[src/rtl/vending_pkg.sv]
// vending_pkg: encodings shared by the vending machine and the change dispenser
package vending_pkg;
  localparam int RS5_UNIT = 5;
  typedef enum logic [2:0] {
    S_IDLE = 3'd0, S_SELECT = 3'd1, S_REQ10 = 3'd2, S_REQ5 = 3'd3,
    S_GAP = 3'd4, S_DONE = 3'd5, S_FAULT = 3'd6
  } disp_state_t;
  localparam logic [2:0] RS5_COIN = 3'b001;
  localparam logic [2:0] RS10_COIN = 3'b010;
  localparam logic [2:0] RS5_RS10_COIN = 3'b011;
  localparam logic [2:0] RS10_RS10_COIN = 3'b100;
  localparam logic [2:0] RS25_COIN = 3'b101;
  typedef enum logic [2:0] {
    VM_IDLE, VM_FIVE, VM_TEN, VM_FIFTEEN, VM_TWENTY, VM_TWENTYFIVE
  } vm_state_t;
endpackage

[src/rtl/dispense_timer.sv]
// dispense_timer: counts cycles a hopper request waits; expired on its last allowed cycle
module dispense_timer #(
  parameter int TIMEOUT_CYCLES = 15
) (
  input  logic clock,
  input  logic reset,
  input  logic clear,
  input  logic enable,
  output logic expired
);
  localparam int TW = $clog2(TIMEOUT_CYCLES + 1);
  logic [TW-1:0] count;
  always_ff @(posedge clock or negedge reset)
    if (!reset) count <= '0;
    else count <= clear ? '0 : (enable && !expired) ? count + 1'b1 : count;
  // the edge that sees expired is the one where the count would reach TIMEOUT_CYCLES
  assign expired = count == TW'(TIMEOUT_CYCLES - 1);
endmodule

[src/rtl/change_dispenser.sv]
// change_dispenser: pays out change through Rs10/Rs5 hoppers, one coin per req/ack
module change_dispenser
  import vending_pkg::*;
#(
  parameter int TIMEOUT_CYCLES = 15,
  parameter int CNT_W = 3
) (
  input  logic             clock,
  input  logic             reset,
  input  logic             vend,
  input  logic [CNT_W-1:0] change,
  input  logic             clear_fault,
  input  logic             hop10_empty,
  input  logic             hop10_ack,
  input  logic             hop5_empty,
  input  logic             hop5_ack,
  output logic             ready,
  output logic             hop10_req,
  output logic             hop5_req,
  output logic             done,
  output logic             fault,
  output logic [CNT_W-1:0] remaining,
  output logic [2:0]       state
);
  disp_state_t st, st_n;
  logic [CNT_W-1:0] rem_n;
  logic in_req, expired;
  assign in_req = st == S_REQ10 || st == S_REQ5;
  assign state = st;
  dispense_timer #(.TIMEOUT_CYCLES(TIMEOUT_CYCLES)) u_timer (
    .clock(clock), .reset(reset), .clear(!in_req), .enable(in_req), .expired(expired)
  );
  always_comb begin
    st_n = st;
    rem_n = remaining;
    case (st)
      S_IDLE: if (vend && change != '0) begin
        st_n = S_SELECT;
        rem_n = change;
      end
      S_SELECT: st_n = remaining == '0 ? S_DONE
                     : (remaining >= CNT_W'(2) && !hop10_empty) ? S_REQ10
                     : !hop5_empty ? S_REQ5 : S_FAULT;
      S_REQ10: if (hop10_ack) begin
        st_n = S_GAP;
        rem_n = remaining - CNT_W'(2);
      end else if (expired) st_n = S_FAULT;
      S_REQ5: if (hop5_ack) begin
        st_n = S_GAP;
        rem_n = remaining - CNT_W'(1);
      end else if (expired) st_n = S_FAULT;
      S_GAP: st_n = S_SELECT;
      S_DONE: st_n = S_IDLE;
      S_FAULT: if (clear_fault) begin
        st_n = S_IDLE;
        rem_n = '0;
      end
      default: st_n = S_IDLE;
    endcase
  end
  // outputs are registered from the next state so they line up with state
  always_ff @(posedge clock or negedge reset)
    if (!reset) begin
      st <= S_IDLE;
      remaining <= '0;
      ready <= 1'b1;
      hop10_req <= 1'b0;
      hop5_req <= 1'b0;
      done <= 1'b0;
      fault <= 1'b0;
    end else begin
      st <= st_n;
      remaining <= rem_n;
      ready <= st_n == S_IDLE;
      hop10_req <= st_n == S_REQ10;
      hop5_req <= st_n == S_REQ5;
      done <= st_n == S_DONE;
      fault <= st_n == S_FAULT;
    end
endmodule
[config.mk]
export PLATFORM = sky130hd
export DESIGN_NAME = change_dispenser
export DESIGN_NICKNAME = d
export VERILOG_FILES = /design/src/rtl/vending_pkg.sv /design/src/rtl/dispense_timer.sv /design/src/rtl/change_dispenser.sv
export SDC_FILE = /design/constraint.sdc
export NUM_CORES = 1
export LEC_CHECK = 0
export ABC_CLOCK_PERIOD_IN_PS = 2400
export BUFFER_PORTS_ARGS = -buffer_cell sky130_fd_sc_hd__buf_4
export CELL_PAD_IN_SITES_DETAIL_PLACEMENT = 1
export CELL_PAD_IN_SITES_GLOBAL_PLACEMENT = 1
export CORE_ASPECT_RATIO = 0.75
export CORE_MARGIN = 2
export CORE_UTILIZATION = 42
export DETAILED_ROUTE_END_ITERATION = 8
export GPL_ROUTABILITY_DRIVEN = 0
export GPL_TIMING_DRIVEN = 0
export PLACE_DENSITY = 0.9
export RECOVER_POWER = 50
export SLEW_MARGIN = 20
export SYNTH_ARGS = -nofsm -noshare
export SYNTH_HDL_FRONTEND = slang
export SYNTH_SLANG_ARGS = --single-unit
[constraint.sdc]
create_clock -name clock -period 2.4 [get_ports clock]
set_input_delay 0.24 -clock clock [delete_from_list [all_inputs] [get_ports clock]]
set_output_delay 0.24 -clock clock [all_outputs]
set_load 0.01 [all_outputs]
=== Yosys cells after proc, flatten, opt, wreduce, memory -nomap -nowiden ===
Cells that the tools add are included.

* RAM bits: 0
* Memories: 0
* Logic and storage cells: 55
* Latch bits: 0
* Bits in registers: 15
* ROM bits: 0
* Input bits: 11
* Output and inout bits: 11

* Muxes and demuxes: 16
* Equality and inequality tests: 15
* Bitwise gates (word level): 0
* Order comparisons: 1
* $add $sub $neg: 3
* Multiply operators: 0
* Reductions and logical operators: 12
* Shifts and indexed selects: 0
* Div/mod/pow operators: 0

{| class="wikitable"
|+ Operators by type and width
! kind !! number
|-
| 3-bit 2-to-1 mux || 12
|-
| 3-bit case mux with 6 select lines || 1
|-
| 3-bit by 2-bit equality test with 1-bit output, second input constant || 4
|-
| 3-bit equality test, second input constant || 4
|-
| 3-bit case mux with 4 select lines || 1
|-
| 3-bit logical NOT || 3
|-
| 4-bit 2-to-1 mux || 2
|-
| 2-bit != test, second input constant || 4
|-
| 5-bit AND reduction || 1
|-
| 4-bit by 1-bit adder with 4-bit output, second input constant || 1
|-
| 4-bit equality test, second input constant || 1
|-
| 4-bit nonzero test || 1
|-
| 3-bit by 1-bit equality test with 1-bit output, second input constant || 1
|-
| 3-bit by 2-bit greater-or-equal comparator with 1-bit output, second input constant || 1
|-
| 1-bit logical AND || 3
|-
| 3-bit nonzero test || 1
|-
| 3-bit by 1-bit subtractor with 3-bit output, second input constant || 1
|-
| 3-bit by 2-bit subtractor with 3-bit output, second input constant || 1
|-
| 1-bit logical NOT || 2
|-
| 2-bit by 1-bit != test with 1-bit output, second input constant || 1
|-
| 1-bit logical OR || 1
|}

=== Longest topological paths before layout ===
* Depth in word-level cells: 6
* Depth in mapped cells: 8
* Gate-level depth less buffers: 8

=== By module ===
Synthesis repeated with hierarchy kept, for this count alone.

* Cell total of the unflattened synthesis: 87
* Area total of the unflattened synthesis: 855.8 um2

{| class="wikitable"
|+ By module, submodules not included
! module !! cells each !! times used !! seq. area each (um2) !! area an instance (um2)
|-
| change_dispenser || 63 || 1 || 276.5 || 636.9
|-
| dispense_timer || 24 || 1 || 100.1 || 219.0
|}

=== Worst setup path after synthesis ===
Ideal clock, no wire load.

* Path kind: register to register
* Start point: register remaining[1]
* End point: register st[2], in the netlist state[2]
* Setup slack: 0.711 ns
* Buffers on the path: 0
* Cell stages (with the launch flop): 7
* Setup time: 0.124 ns
* Period minus slack after synthesis: 1.689 ns
* Arrival time: 1.565 ns
* Required time: 2.276 ns
* Cell sequence: dfrtp_1 inv_1 ha_1 ha_1 and2_1 or3_1 or2_1

* Word-level cells in the longest chain between the ends: 5
* Elaborated cells on any way between the ends: 6
* Classes of those cells: order compare: 1; mux: 3; reduce/logical: 2

{| class="wikitable"
|+ RTL lines
! what !! line !! source
|-
| from (decl) || change_dispenser.sv:22 || <nowiki>output logic [CNT_W-1:0] remaining,</nowiki>
|-
| from (signal assigned) || change_dispenser.sv:73 || <nowiki>remaining <= rem_n;</nowiki>
|-
| 3-bit by 2-bit greater-or-equal comparator with 1-bit output || change_dispenser.sv:42 || <nowiki>: (remaining >= CNT_W'(2) && !hop10_empty) ? S_REQ10</nowiki>
|-
| 1-bit logical AND || change_dispenser.sv:42 ||
|-
| 3-bit 2-to-1 mux || change_dispenser.sv:42 ||
|-
| 3-bit 2-to-1 mux (*) || change_dispenser.sv:41 || <nowiki>S_SELECT: st_n = remaining == '0 ? S_DONE</nowiki>
|-
| 3-bit case mux with 6 select lines (*) || change_dispenser.sv:36 || <nowiki>case (st)</nowiki>
|-
| named net st_n[2] || change_dispenser.sv:25 || <nowiki>disp_state_t st, st_n;</nowiki>
|-
| to (signal assigned) || change_dispenser.sv:72 || <nowiki>st <= st_n;</nowiki>
|-
| to (decl) || change_dispenser.sv:25 ||
|}

The timed path passes the listed nets; every way through them passes the cells marked *.
A chain may end at the register's enable or synchronous reset.

=== Final worst setup path ===
* Start point: register remaining[1]
* End point: register hop10_req

* Word-level cells in the longest chain between the ends: 6
* Elaborated cells on any way between the ends: 7
* Classes of those cells: order compare: 1; eq/ne: 1; mux: 3; reduce/logical: 2

{| class="wikitable"
|+ RTL lines
! what !! line !! source
|-
| 3-bit by 2-bit greater-or-equal comparator with 1-bit output || change_dispenser.sv:42 ||
|-
| 1-bit logical AND || change_dispenser.sv:42 ||
|-
| 3-bit 2-to-1 mux || change_dispenser.sv:42 ||
|-
| 3-bit 2-to-1 mux (*) || change_dispenser.sv:41 ||
|-
| 3-bit case mux with 6 select lines (*) || change_dispenser.sv:36 ||
|-
| named net st_n[1] || change_dispenser.sv:25 ||
|-
| 3-bit by 2-bit equality test with 1-bit output (*) || change_dispenser.sv:75 || <nowiki>hop10_req <= st_n == S_REQ10;</nowiki>
|-
| to (signal assigned) || change_dispenser.sv:67 || <nowiki>hop10_req <= 1'b0;</nowiki>
|-
| to (signal assigned) || change_dispenser.sv:75 ||
|-
| to (decl) || change_dispenser.sv:18 || <nowiki>output logic hop10_req,</nowiki>
|}

Marks and branches as above.

==> metrics <==
Final Max Tran Viols 0; clk sinks 15; crit-path max cell delay 440 ps; FILL cells 253; via count 810; slowest CP cell dfrtp_1; Critical Path Fanout Max 5; die area 2645 um^2; Reg clk slew, reported paths 100 ps; placement row count 14; clock root buffer clkbuf_4; layout cells sized above 1 27.05%; Yosys reg bits 15; Synthesized Nets 113; CP cell instances inv_1 > ha_1 > ha_1 > nor4b_1 > a211oi_1 > inv_1 > o211ai_1 > nor3_1; first-pass GRT wire length 4064 um; antenna-violating nets left 0; leakage power 0.0005347 uW; PnR Total Power 1371 uW; DPL Wire Length 1874 um; Switch Pwr 588.7 uW; WS Path Type reg -> reg; sequential-to-total area share from yosys stat 39.92%; WL/cell 16.39 um; Final Hold Fails 0; power per cell area 1193 nW/um^2; WL final 2393 um; Main synth FF type dfrtp_1; Peak VDD IR 486.1 uV; # H-tree levels 1; Layout area overhead 21.75%; max_cap viols 0; initial antenna violation count 0; Avg Vias per Cell 5.548; RSZ-0062 raised after global routing false; CTS max path bufs 2; FMAX 0.5359 GHz; Synth Instances 96; commonest non-fill, non-tap cell in the layout buf_4; syn avg cell area 9.827 um^2; Buffers on Ports 21; drt drc 2; Hold Path Cell Cnt 3; Crit. End Element flip-flop; number of synthesized flops with an enable pin 0; FF-to-FF path depth 8; DRT iter0 DRCs 22; Worst Hold Class in -> reg; register share of total power 31.2%; core area 2067 um^2; failing checks design-rule violations; Worst EP arrival 2090 ps; overall global routing resource usage 21.00%; dominant cells by area after synthesis dfrtp_1 37%, ha_1 8.0%, nand2_1 3.6%, a21oi_1 3.2%, mux2_4 3.2%; post_cts resized 0; Worst-Skew Late Latency 300 ps; CTS tree built; diode count 0; status complete, but fails checks; DR pass1 iterations 6; minimum clock period 1866 ps; cell-internal power 781.9 uW; synth warn 0; synthesized area 943.4 um^2; Final nets 140; Synth async-reset ratio 100.0%; DIE HEIGHT 45.05 um; Sw Ratio 42.95%; top cell type's share of synthesized area 37.14%; Tcrit/Tclk final 77.75%; Die Wd 58.73 um; largest net degree at the start of global routing 16; vias in the first global route 847; power share of the clock group 11.6%; max_slew headroom 43.01%; Worst Path Required 2620 ps; grt ovf 0; Yosys cell types 40; most frequent cells in the layout 16 x buf_4, 14 x dfrtp_1, 9 x nand2_1, 7 x inv_1; CP Launch Type flip-flop; Comb pwr share 57.2%; area leader, netlist dfrtp_1; Num CTS Buffers 3; TNS Setup 0 ps; Clock Skew 1.817 ps; IO Pins 22; final setup fails 0; Tightest Pin Transition 854.8 ps; initial core utilization 45.64%
## what timing repair did
item | 4_1_cts | 5_1_grt
hold endpoints to repair | 15 | 0
buffers inserted | 0 | 0
hold buffers | 1 | 0
## state kept, by name (all words and copies together) (netlist names)
register / flops
u_timer.count: 4
remaining: 3
state: 3
done: 1
fault: 1
hop10_req: 1
hop5_req: 1
ready: 1
## logic make-up after synthesis
group | count (synthesis) | share of synthesized area [%]
flops | 15 | 39.92
mux | 3 | 4.244
buf+inv | 11 | 6.499
simple gates | 36 | 22.42
xor+xnor | 2 | 1.857
fa+ha+maj | 6 | 7.957
compound gates | 23 | 17.11
## critical path: cells and delay by family (launching register included)
kind | cells | cell delay [ps]
simple gates | 2 | 460
flops | 1 | 440
buf+inv | 2 | 220
fa+ha+maj | 2 | 410
compound gates | 2 | 240
## area by class of cell
cell class	count	area (um^2)	area share (%)
clock buffers	3	22.52	1.961
inverters	7	26.28	2.288
well taps	24	30.03	2.614
clock inverters	1	7.507	0.6536
plain buffers	4	35.03	3.050
multi-input cells	70	505.5	44.01
repair buffers	22	145.1	12.64
flip-flops and latches	15	376.6	32.79
## per-layer routing
metal / global-route usage (%) / wire length [um] / share of wire [%]
met1: 29.14 / 1140 / 48
met5: 0 / 0 / 0
met2: 32.00 / 1105 / 46
met3: 5.444 / 125 / 5.2
met4: 7.273 / 22 / 0.92
## cell usage after synthesis (2+ instances only)
master    number
nor4bb_1       2
and2_1         2
mux2_4         2
ha_1           6
nand2_1        9
a211oi_1       3
a31oi_1        2
o21ai_0        4
buf_6          2
inv_1          7
a21oi_1        6
o211ai_1       2
a221o_1        2
nor3_1         5
dfrtp_1       14
nor2_1         4
## stage by stage
step,util (%),cell area (um^2),hold WS [ps],std cells,worst slack (ps)
6_report,55.57,1149,273.9,146,533.9
5_1_grt,55.57,1149,278.0,146,380.2
4_1_cts,56.66,1171,258.8,146,562.2
3_5_place_dp,54.72,1131,110.4,141,599.3
3_3_place_gp,54.72,1131,103.9,141,631.7
2_1_floorplan,-,943.4,-55.59,96,711.0
## power groups by stage
stage,Clock [uW],Sequential [uW],Combinational (uW)
5_1_grt,176,443,872
6_report,159,428,784
3_3_place_gp,0,428,764
2_1_floorplan,0,452,497
4_1_cts,168,430,809
3_5_place_dp,0,435,794
## worst paths after layout
path                             startpoint                to  slack (ps)
hold reg to reg            u_timer.count[2]  u_timer.count[2]         550
setup reg to reg               remaining[1]         hop10_req         530
max in group asynchronous             reset  u_timer.count[1]        1330
min in group asynchronous             reset          state[2]         550
setup / recovery               remaining[1]         hop10_req         530
hold / removal                  hop10_empty          state[0]         270
Note: power is estimated with default switching activity, not from simulation.
